$ cat src/rtl/nv_ram_rws_256x128_fifo_ctl.sv
// rtl/nv_ram_rws_256x128_fifo_ctl.sv - valid/ready FIFO sequencer around a 256x128 1R1W RAM
// Optional same-cycle bypass of an empty FIFO: NV_RAMCTL_FLOW_THRU_EN
module nv_ram_rws_256x128_fifo_ctl (
  input  logic         nvdla_core_clk,
  input  logic         nvdla_core_rstn,
  input  logic         wr_pvld,
  output logic         wr_prdy,
  input  logic [127:0] wr_pd,
  output logic         rd_pvld,
  input  logic         rd_prdy,
  output logic [127:0] rd_pd,
  output logic [8:0]   fifo_count,
  output logic         ram_we,
  output logic [7:0]   ram_wa,
  output logic [127:0] ram_di,
  output logic         ram_re,
  output logic [7:0]   ram_ra,
  input  logic [127:0] ram_dout,
  input  logic [31:0]  pwrbus_ram_pd,
  output logic [31:0]  ram_pwrbus_ram_pd
);

  logic [7:0] wr_ptr;
  logic [7:0] rd_ptr;
  logic [8:0] count;
  logic       out_vld;
  logic       push;
  logic       pop;
  logic       bypass;
  logic [8:0] unfetched;

  assign wr_prdy = (count != 9'd256);

`ifdef NV_RAMCTL_FLOW_THRU_EN
  // count==0 implies out_vld==0, so the RAM output is never presented here
  assign bypass  = (count == 9'd0) & wr_pvld & rd_prdy;
  assign rd_pvld = out_vld | ((count == 9'd0) & wr_pvld);
  assign rd_pd   = out_vld ? ram_dout : wr_pd;
`else
  assign bypass  = 1'b0;
  assign rd_pvld = out_vld;
  assign rd_pd   = ram_dout;
`endif

  assign push = wr_pvld & wr_prdy & ~bypass;
  assign pop  = out_vld & rd_prdy;

  assign ram_we = push;
  assign ram_wa = wr_ptr;
  assign ram_di = wr_pd;

  // Entries written but not yet fetched into the RAM read register
  assign unfetched = count - {8'd0, out_vld} + {8'd0, push};
  assign ram_re    = (unfetched != 9'd0) & (~out_vld | pop);
  assign ram_ra    = rd_ptr;

  assign fifo_count        = count;
  assign ram_pwrbus_ram_pd = pwrbus_ram_pd;

  always_ff @(posedge nvdla_core_clk or negedge nvdla_core_rstn) begin
    if (!nvdla_core_rstn) begin
      wr_ptr  <= 8'd0;
      rd_ptr  <= 8'd0;
      count   <= 9'd0;
      out_vld <= 1'b0;
    end else begin
      if (push) begin
        wr_ptr <= wr_ptr + 8'd1;
      end
      if (ram_re) begin
        rd_ptr <= rd_ptr + 8'd1;
      end
      case ({push, pop})
        2'b10:   count <= count + 9'd1;
        2'b01:   count <= count - 9'd1;
        default: count <= count;
      endcase
      if (ram_re) begin
        out_vld <= 1'b1;
      end else if (pop) begin
        out_vld <= 1'b0;
      end
    end
  end

endmodule

$ cat config.mk
export PLATFORM = sky130hd
export DESIGN_NAME = nv_ram_rws_256x128_fifo_ctl
export DESIGN_NICKNAME = d
export VERILOG_FILES = /design/src/rtl/nv_ram_rws_256x128_fifo_ctl.sv
export SDC_FILE = /design/constraint.sdc
export NUM_CORES = 1
export LEC_CHECK = 0
export BUFFER_PORTS_ARGS = -buffer_cell sky130_fd_sc_hd__clkbuf_2
export CORE_AREA = 4 4 235 237
export DETAILED_ROUTE_END_ITERATION = 6
export DIE_AREA = 0 0 239 241
export SETUP_SLACK_MARGIN = 0.2
export SLEW_MARGIN = 10
export SYNTH_ARGS = -nofsm -noshare
export SYNTH_HDL_FRONTEND = slang
export SYNTH_SLANG_ARGS = --single-unit
$ cat constraint.sdc
create_clock -name nvdla_core_clk -period 5.1 [get_ports nvdla_core_clk]
set_clock_uncertainty 0.15 [all_clocks]
set_input_delay 0.51 -clock nvdla_core_clk [delete_from_list [all_inputs] [get_ports nvdla_core_clk]]
set_output_delay 0.51 -clock nvdla_core_clk [all_outputs]
set_load 0.05 [all_outputs]
==> results by group <==
Status
  – Status: finished, final reports clean

Timing
  – Relative slew margins: 43.8%
  – Setup total negative slack: 0 ns
  – Crit share post-route: 90.4%
  – Endpoints failing hold: 0
  – Final worst slack: 0.489 ns
  – Max Slew Vio Count: 0
  – Final min period: 4.61 ns
  – Unrepaired setup endpoints after global routing: no
  – Fmax: 217 MHz
  – Worst Hold Slack: 0.155 ns
  – Worst slew pin tran: 0.843 ns
  – Number of setup violations in the final report: 0

Drt
  – Via-to-Cell Ratio: 2.23
  – DR DRC count: 0
  – Final ANT Viol Nets: 0
  – DRT Wirelength: 13.8 mm
  – Drt pass-1 iters: 4
  – Vias: 2070
  – Wirelength per Cell: 14.9 um
  – DR iter-0 viols: 82

Setup path
  – CP endpoint kind: output port
  – CP startpoint: fifo_count[7]$_DFFE_PN0P_
  – Worst Path Required: 4.44 ns
  – Crit path max fanout: 5
  – Startpoint types: register
  – Worst EP arrival: 3.95 ns
  – Flop2flop setup slack: 1.04 ns
  – Cells on worst reg2reg path: 19
  – Reg-to-reg critical path startpoint: fifo_count[7]$_DFFE_PN0P_
  – Worst setup path class: reg -> out
  – Critical Path End: ram_re
  – Crit Reg-Reg Endpoint: ram_ra[7]$_DFFE_PN0P_

Power
  – Power density cells: 627 nW/um2
  – Max VDD drop: 0.000469 V
  – Pleak: 0.00107 uW

Synth
  – Yosys cell types: 41
  – Mapped cell area: 4060 um2
  – Syn_nets: 802
  – Seq/Total Area, Yosys: 16.0%
  – Primary FF master, synth: dfrtp_1
  – Post-synth ARST share: 100%
  – Mapped Cells: 486
  – Post-Syn Area per Cell: 8.34 um2
  – EDFF count, synth: 0
  – Synth Warn #: 0
  – Synthesized flop and latch total: 26

Place
  – GP Congestion: 0.723
  – DP Area: 2940 um2
  – Placed cells: 925
  – Post-DP HPWL: 11.4 mm
  – Post-Place Setup Slack: 0.720 ns
  – Port buffer count: 32

Final layout
  – Total Nets Final: 551
  – Layout cell share with drive strength beyond 1: 22.6%
  – Synthesis-to-finish area growth: -24.5%
  – # fillers: 6262
  – Post-route insts no fill: 930
  – Antenna cells: 0
  – Final Cell Area: 3060 um2

GRT
  – Total track usage: 4.42%
  – Initial antenna violation count: 0
  – GRT busiest layer: met2
  – Vias in the first global route: 2170
  – First-pass GRT wire length: 17.1 mm
  – GRT met1 Usage: 3.04%
  – Pin count of the biggest net entering global routing: 27
  – Grt total ovfl: 0
  – Met2 Track Usage GR: 6.07%
  – GR Layer Usage met3: 3.58%

Floorplanning
  – Die area: 57600 um2
  – I/O pin count: 609
  – DIE WIDTH: 239 um
  – Core Rows: 85
  – Placeable Area: 53300 um2
  – Initial core utilization: 7.61%
  – Die height: 241 um

Clocking
  – Clock sink count: 26
  – CTS Root Cell: clkbuf_16
  – H-tree depth: 1
  – Clock Path Buffers: 2
  – TritonCTS clock tree: built
  – Worst skew pair latency: 0.29 ns
  – Num CTS Buffers: 3
  – Worst-path clk slew: 0.08 ns
  – Hold_buf cts: 0

Hold path
  – HP Class: in -> async

Job
  – MaxCap Viol Count: 0
==> power breakdown <==
group | internal (uW) | leakage [uW] | switching (uW)
Combinational | 402 | 0.000715 | 826
Sequential | 308 | 0.000300 | 128
Clock | 157 | 0.0000511 | 96.2
==> cell families (layout without fill, tap and decap cells) <==
| family | count (synthesis) | count (layout) | synth area share (%) |
|---|---|---|---|
| buffers and inverters | 308 | 56 | 55.2 |
| and+or+nand+nor | 65 | 65 | 8.73 |
| AOI/OAI and AO/OA | 35 | 35 | 5.95 |
| DFF | 26 | 26 | 16.0 |
| adders and majority gates | 24 | 24 | 7.78 |
| xor gates and xnor gates | 24 | 24 | 5.18 |
| muxes | 4 | 4 | 1.14 |
==> registers in the layout (all words and copies together) (netlist names) <==
name and count:
fifo_count 9, ram_wa 8, rd_pvld 1, ram_ra 8
==> final cells by class <==
type | instances | area (um2) | area share (%)
Multi-Input combinational cell | 152 | 1170 | 38.3
Timing Repair Buffer | 35 | 189 | 6.17
Clock buffer | 3 | 75.1 | 2.45
Clock inverter | 1 | 30.0 | 0.981
Inverter | 17 | 63.8 | 2.09
Tap cell | 696 | 871 | 28.5
Sequential cell | 26 | 659 | 21.5
==> Yosys cell counts, drive strengths merged (3+ instances only) <==
master | number | area, um2
a211o | 4 | 35.0
dfrtp | 26 | 651
nand2b | 5 | 31.3
ha | 22 | 275
nor3 | 6 | 30.0
nand3 | 8 | 40.0
o21ai | 12 | 60.1
a21oi | 7 | 35.0
clkbuf | 3 | 11.3
xnor2 | 13 | 114
xor2 | 11 | 96.3
inv | 17 | 63.8
nor2b | 4 | 25.0
buf | 288 | 2160
and2 | 4 | 25.0
nand4 | 4 | 25.0
nand2 | 15 | 56.3
nor2 | 7 | 33.8
==> cells in the final DEF (no fill, tap or decap), types with 11 or more instances in the layout <==
cell type / instances
clkbuf_2: 31
ha_1: 22
dfrtp_1: 19
inv_1: 17
nand2_1: 15
xnor2_1: 13
o21ai_0: 12
xor2_1: 11
==> worst min-delay path by stage <==
stage	startpoint	slack [ns]	to
2_1_floorplan	nvdla_core_rstn	0.06	fifo_count[0]$_DFFE_PN0P_
6_report	nvdla_core_rstn	0.16	fifo_count[8]$_DFFE_PN0P_
3_3_place_gp	ram_wa[7]$_DFFE_PN0P_	0.31	ram_wa[7]$_DFFE_PN0P_
5_1_grt	nvdla_core_rstn	0.22	fifo_count[8]$_DFFE_PN0P_
3_5_place_dp	ram_wa[7]$_DFFE_PN0P_	0.33	ram_wa[7]$_DFFE_PN0P_
4_1_cts	nvdla_core_rstn	0.21	fifo_count[8]$_DFFE_PN0P_
==> worst max-delay path: stages (launching register included) <==
cell       delay [ns]
dfrtp_2          0.42
inv_1            0.08
ha_1             0.18
and4_1           0.20
nand3_2          0.08
and2_1           0.15
inv_1            0.06
ha_1             0.27
inv_1            0.04
ha_1             0.19
fa_1             0.42
a211o_1          0.31
nand3_1          0.15
a21boi_0         0.15
mux2i_1          0.17
a2111oi_4        0.35
buf_6            0.17
nor2_4           0.04
clkbuf_4         0.23
==> per-stage QoR <==
stage / utilization (%) / power, uW
after CTS: 5.72 / 1970
after global routing: 5.74 / 2090
after global placement: 5.52 / 1670
final: 5.74 / 1920
after detailed placement: 5.52 / 1690
after floorplan: - / 1960
==> timing repair <==
action                                  in CTS  in global routing
endpoints found under the setup margin       0                  1
gates resized for setup                      0                  3
buffers inserted                             0                  1
==> metal layers <==
layer / wire [um] / vias to the layer above
li1: - / 771
met1: 3260 / 833
met2: 5800 / 299
met3: 2710 / 159
met4: 1810 / 8
met5: 255 / -
Power figures use the tool's default switching activity.
